### config.mk
export PLATFORM = sky130hd
export DESIGN_NAME = pin_entry
export DESIGN_NICKNAME = d
export VERILOG_FILES = /design/src/rtl/pin_entry.sv
export SDC_FILE = /design/constraint.sdc
export NUM_CORES = 1
export LEC_CHECK = 0
export BUFFER_PORTS_ARGS = -buffer_cell sky130_fd_sc_hd__buf_2
export CAP_MARGIN = 25
export CORE_UTILIZATION = 65
export CTS_BUF_LIST = sky130_fd_sc_hd__clkbuf_4 sky130_fd_sc_hd__clkbuf_8
export CTS_CLUSTER_DIAMETER = 200
export DETAILED_ROUTE_END_ITERATION = 10
export GPL_TIMING_DRIVEN = 0
export PLACE_DENSITY = 0.93
export SLEW_MARGIN = 20
export SYNTH_ARGS = -nofsm -noshare
export SYNTH_HDL_FRONTEND = slang
export SYNTH_SLANG_ARGS = --single-unit
### constraint.sdc
create_clock -name clk -period 5.3 [get_ports clk]
set_input_delay 0.795 -clock clk [delete_from_list [all_inputs] [get_ports clk]]
set_output_delay 0.795 -clock clk [all_outputs]
set_load 0.005 [all_outputs]
### src/rtl/pin_entry.sv
// Keypad PIN collector: gathers four BCD digits with backspace/clear/enter
// editing, presents the completed PIN until acknowledged, and drops stale entries.
module pin_entry #(
  parameter int TIMEOUT_CYCLES = 50000000
) (
  input  logic        clk,
  input  logic        rst_n,
  input  logic        key_valid,
  input  logic [3:0]  key_code,
  input  logic        pin_ack,
  output logic [15:0] PIN,
  output logic        pin_valid,
  output logic [2:0]  digit_count,
  output logic        entry_err,
  output logic        timeout
);

  typedef enum logic [1:0] {IDLE, ENTRY, FULL, SEND} state_e;

  localparam logic [3:0]  KEY_BSP    = 4'hA;
  localparam logic [3:0]  KEY_ENT    = 4'hB;
  localparam logic [3:0]  KEY_CLR    = 4'hC;
  localparam logic [25:0] TIMER_LAST = 26'(TIMEOUT_CYCLES - 1);

  state_e      state_q, state_d;
  logic [15:0] pin_q, pin_d;
  logic [2:0]  count_q, count_d;
  logic [25:0] timer_q, timer_d;
  logic        entry_err_q, entry_err_d;
  logic        timeout_q, timeout_d;
  logic        key_acc;

  // Codes 0xD-0xF are dead keys: they neither edit nor count as activity.
  assign key_acc = key_valid && (key_code <= KEY_CLR);

  always_comb begin
    // NOTE: every output of this block gets a default first so no path can
    // leave a signal unassigned and infer a latch.
    state_d     = state_q;
    pin_d       = pin_q;
    count_d     = count_q;
    timer_d     = '0;
    entry_err_d = 1'b0;
    timeout_d   = 1'b0;

    if (state_q == SEND) begin
      if (pin_ack) begin
        state_d = IDLE;
        pin_d   = '0;
        count_d = '0;
      end
    end else if (key_acc) begin
      if (key_code <= 4'h9) begin
        if (count_q != 3'd4) begin
          pin_d   = {pin_q[11:0], key_code};
          count_d = count_q + 3'd1;
        end
      end else if (key_code == KEY_BSP) begin
        if (count_q != 3'd0) begin
          pin_d   = {4'h0, pin_q[15:4]};
          count_d = count_q - 3'd1;
        end
      end else if (key_code == KEY_ENT) begin
        if (count_q == 3'd4) begin
          state_d = SEND;
        end else begin
          entry_err_d = 1'b1;
          pin_d       = '0;
          count_d     = '0;
        end
      end else begin
        pin_d   = '0;
        count_d = '0;
      end

      // Editing states follow directly from how many digits remain held.
      if (state_d != SEND) begin
        if (count_d == 3'd0)      state_d = IDLE;
        else if (count_d == 3'd4) state_d = FULL;
        else                      state_d = ENTRY;
      end
    end else if (state_q != IDLE) begin
      if (timer_q == TIMER_LAST) begin
        timeout_d = 1'b1;
        pin_d     = '0;
        count_d   = '0;
        state_d   = IDLE;
      end else begin
        timer_d = timer_q + 26'd1;
      end
    end
  end

  // NOTE: state registers use non-blocking assignments so every flop samples
  // the pre-edge values regardless of statement order.
  always_ff @(posedge clk or negedge rst_n) begin
    if (!rst_n) begin
      state_q     <= IDLE;
      pin_q       <= '0;
      count_q     <= '0;
      timer_q     <= '0;
      entry_err_q <= 1'b0;
      timeout_q   <= 1'b0;
    end else begin
      state_q     <= state_d;
      pin_q       <= pin_d;
      count_q     <= count_d;
      timer_q     <= timer_d;
      entry_err_q <= entry_err_d;
      timeout_q   <= timeout_d;
    end
  end

  assign PIN         = pin_q;
  assign pin_valid   = (state_q == SEND);
  assign digit_count = count_q;
  assign entry_err   = entry_err_q;
  assign timeout     = timeout_q;

endmodule
Yosys cells after proc, flatten, opt, wreduce, memory -nomap -nowiden
Index checks and enable logic that the tools add are counted.

word-level totals
  register bits after elaboration = 49
  latch bits = 0
  memory bits (writable) = 0
  memory bits (read-only) = 0
  bits of input ports = 8
  output and inout port bits = 22
  word-level logic and storage cells = 83
  memories = 0

operators by class
  $add $sub $neg = 3
  $mul = 0
  divide/modulo/power cells = 0
  magnitude comparators = 2
  equality and inequality tests = 12
  shift-type cells = 0
  mux-type cells = 52
  bitwise operators = 0
  reductions and logical operators = 8

operators with widths
  kind                     count
  $mux W16                 11
  $mux W26                 4
  $mux W3                  13
  $mux W2                  14
  $add A26 B1 Y26 const B  1
  $eq A26 B26 Y1 const B   1
  $mux W1                  10
  $reduce_bool A3 Y1       3
  $eq A4 B4 Y1 const B     2
  $le A4 B4 Y1 const B     2
  $eq A3 B3 Y1 const B     2
  $ne A6 B6 Y1 const B     1
  $reduce_and A6 Y1        1
  $ne A5 B4 Y1 const B     1
  $ne A2 B2 Y1 const B     2
  $ne A4 B3 Y1 const B     1
  $add A3 B1 Y3 const B    1
  $logic_not A3 Y1         1
  $ne A3 B3 Y1 const B     1
  $reduce_and A3 Y1        1
  $sub A3 B1 Y3 const B    1
  $eq A2 B2 Y1 const B     1
  $reduce_bool A2 Y1       1
  $logic_and A1 B1 Y1      1

Longest topological paths before layout
  depth in word-level cells = 13
  gate-level depth with buffers = 8

Worst setup path before layout
OpenSTA, ideal clock, no wires.

  kind = input-to-reg
  start = input key_code[1]
  end = register pin_q[10], in the netlist PIN[10]
  setup time = 0.125 ns
  arrival time = 2.072 ns
  required time = 5.175 ns
  setup slack = 3.103 ns
  stages = 7
  buffers on the path = 1
  path through = o21a_1 nand2_1 mux2i_1 o21ai_1 nand3_4 buf_12 mux2_4

on the way
  longest elaborated chain between the ends = 6
  elaborated cells between the ends (all ways) = 16
  classes of those cells = order compare: 2; eq/ne: 5; mux: 5; reduce/logical: 4

ends and longest elaborated chain
  what                                                                  RTL line  RTL
  start, declared                                                       9         input logic [3:0] key_code,
  parallel branches: the longest is 6 deep, another holds $le A4 B4 Y1  -
  end signal, assigned                                                  106       pin_q <= pin_d;
  end, declared                                                         26        logic [15:0] pin_q, pin_d;

Several ways; the timed one is not identified.
A chain may end at the register's enable or synchronous reset.

Worst setup path after layout
  start = register timer_q[0]
  end = register pin_q[11], in the netlist PIN[11]

on the way
  longest elaborated chain between the ends = 3

ends and longest elaborated chain
  what                                 RTL line  RTL
  start, declared                      28        logic [25:0] timer_q, timer_d;
  start signal, assigned               108       timer_q <= timer_d;
  $eq A26 B26 Y1                       83        if (timer_q == TIMER_LAST) begin
  $reduce_bool A3 Y1 (no source line)  -
  $reduce_and A6 Y1 (no source line)   -

No other way between the ends.

==> impl_metrics.yaml <==
floorplanning:
  design.die.area_um2: 4330
  core_area_um2: 3770
  io_pins: 30
  die_width_um: 65.8
  fp.dieH_um: 65.8
  core.rowCount: 22
  initial_utilization_pct: 70.2
synth:
  synth-seq-cells: 49
  synth_ff_type: "sky130_fd_sc_hd__dfrtp_1"
  synth_area_per_cell_um2: 9.95
  ys_types: 50
  synth_cells: 266
  postSynthNetCount: 278
  synth.cell_area_um2: 2650
  synth.yosys.seq_area_share_pct: 46.3
  yosys.cell_count.top_type: "sky130_fd_sc_hd__dfrtp_1"
  synth_largest_area_cell: "sky130_fd_sc_hd__dfrtp_1"
  synth_top_cells_by_area: "sky130_fd_sc_hd__dfrtp_1 46%, sky130_fd_sc_hd__xor2_1 6.3%, sky130_fd_sc_hd__nor2_1 5.5%"
  yosysWarnings: 0
  synth.top_cells.by_count: "49 x sky130_fd_sc_hd__dfrtp_1, 39 x sky130_fd_sc_hd__nor2_1, 22 x sky130_fd_sc_hd__nand2_1, 19 x sky130_fd_sc_hd__xor2_1, 12 x sky130_fd_sc_hd__inv_1"
  synthDominantCellAreaShare_pct: 46.3
  asyncSetResetFlopFracSynth_pct: 100
  synth_edf_count: 0
hold_path:
  worst_hold_path_type: "in -> async"
power:
  cellPowerDensity_nw_per_um2: 356
  power_leakage_nw: 1.37
  vdd_ir_drop_max_mv: 0.315
sta:
  rsz0062_at_grt: "false"
  slew-limit-headroom_pct: 59.3
  timing.final.hold_violations: 0
  final_min_period_over_clock_period_pct: 45.3
  finalWorstPathRequiredPeriod_ns: 2.40
  finalClockSkew_ns: 0.00739
  setup-violations-final: 0
  clock.fmax_mhz: 417
  fin_tns_setup_ns: 0
  timing_max_transition_violations_final: 0
  timing_worst_slew_pin_value_ns: 0.611
detailed_routing:
  drt-vias-per-instance: 5.96
  drt-wirelength-per-cell_um: 15.3
  drcViolationCount: 0
  routed_wl_um: 5370
  via_count: 2098
  firstDrtPassIters: 4
  route.antenna.remaining_nets: 0
  drt-initial-drc-count: 141
cells_and_area:
  post_route_cells_drive_above_1_share_pct: 20.1
  final-instance-count-excl-fill: 352
  synthToLayoutAreaGrowth_pct: 13.0
  num_antenna_cells: 0
  post_route_utilization_pct: 79.4
  num-nets-final: 315
setup_path:
  ff2ff_setup_slack_ns: 2.90
  r2r_end: "PIN[11]"
  crit_fanout: 10
  cp-start-kind: "register"
  critical_path.max_stage_delay_ns: 0.43
  crit_type: "reg -> reg"
  worstRegToRegCells: 8
  cp_data_required_time_ns: 5.50
  endpoint_kind: "register"
  worstReg2RegStart: "timer_q[0]"
  cp.arrival_ns: 2.60
  cp_cell_sequence: "ha_1, and2_1, nand4_1, nor4_4, o211ai_2, nand3_4, buf_12, mux2_4"
  cpMaxStageDelayCell: "sky130_fd_sc_hd__dfrtp_1"
clocking:
  postCtsSetupBuffers: 0
  tritoncts: "built"
  tritoncts_num_sinks: 49
  cts-root-buf: "sky130_fd_sc_hd__clkbuf_8"
  clock_tree.buffer_depth: 2
  cts.repair.resized: 0
  cts_buffer_count: 5
  cts_htree_levels: 2
  cts_hold_repair.buffers: 0
  clk_pin_slew_ns: 0.09
  clkLatencyLatePin_ns: 0.31
placed_design:
  hpwl_after_detailed_placement_um: 3930
  place_inst: 344
  place.gp.congestion: 0.846
  place.port_buffers: 29
global_routing:
  grt_pass1_vias: 1932
  maximum_number_of_pins_on_one_net_before_global_route_repair: 27
  antenna_violations_before_repair: 0
  grt_first_pass_wirelength_um: 9000
  global_route.usage.total_pct: 27.7
  gr-total-overflow: 0
status:
  result_of_the_run: "complete, no violations"
run:
  maxCapViolCount: 0
-- worst max-delay path: cells and delay by family (launching register included) --
kind	cells	cell delay (ns)
flops	1	0.43
fa+ha+maj	1	0.25
buf+inv	1	0.16
mux	1	0.30
compound gates	1	0.19
simple gates	4	0.95
-- worst max-delay path by stage --
| stage | from | end | slack, ns | depth (start not counted) |
|---|---|---|---|---|
| finish | timer_q[0] | PIN[11] | 2.90 | 8 |
| global route | timer_q[0] | PIN[11] | 2.71 | 8 |
| CTS | timer_q[0] | PIN[11] | 2.89 | 8 |
| detailed placement | key_code[1] | PIN[11] | 2.67 | 8 |
| global placement | key_code[0] | PIN[11] | 2.67 | 8 |
| floorplan | key_code[1] | PIN[10] | 3.10 | 7 |
-- layer usage --
metal,GRT usage (%),vias up,part of all wire [%]
li1,-,999,-
met1,35.7,1033,45
met2,46.8,59,50
met3,5.86,7,4.1
met4,7.88,0,1.2
met5,0,-,0
-- kinds of logic (layout without fill, tap and decap cells) --
logic type                 Yosys count  after routing  synth area share (%)
and+or+nand+nor                    116            116                  23.1
DFF                                 49             49                  46.3
xor gates and xnor gates            24             24                  7.94
muxes                               15             15                  6.71
adders and majority gates            4              4                  1.89
buffers and inverters               21             59                  3.87
AOI/OAI and AO/OA                   37             37                  10.2
-- per-stage QoR --
stage               hold slack [ns]  power (W)  instance area [um^2]  worst slack (ns)
global placement              0.496   0.000775                  2850              2.67
finish                        0.487    0.00106                  2990              2.90
global route                  0.525    0.00112                  2990              2.71
detailed placement            0.521   0.000794                  2880              2.67
floorplan                     0.475   0.000692                  2650              3.10
CTS                           0.503    0.00107                  2990              2.89
-- where the power goes --
part	switching [W]	internal, W
clock	0.000132	0.000142
combinational	0.000191	0.000142
sequential	0.0000466	0.000412
-- state kept, by name, summed over array words and instances, names as in the netlist --
name         cells
entry_err        1
timeout          1
timer_q         26
state_q          2
digit_count      3
PIN             16
-- cells in the final DEF, fill, tap and decap left out, drive strengths merged, types with 9 or more instances in the layout --
cell type	count
nand3	11
a22o	9
dfrtp	49
nor2	39
mux2	10
xor2	19
clkbuf	9
inv	13
buf	35
nand2	22
-- layout make-up --
class / count / area (um^2)
multi-input cells: 196 / 1320
flip-flops and latches: 49 / 1230
fillers: 231 / 778
repair buffers: 30 / 173
clock buffers: 5 / 68.8
well taps: 48 / 60.1
plain buffers: 9 / 57.6
inverters: 12 / 45.0
clock inverters: 3 / 43.8
(Power assumes the default switching activity.)
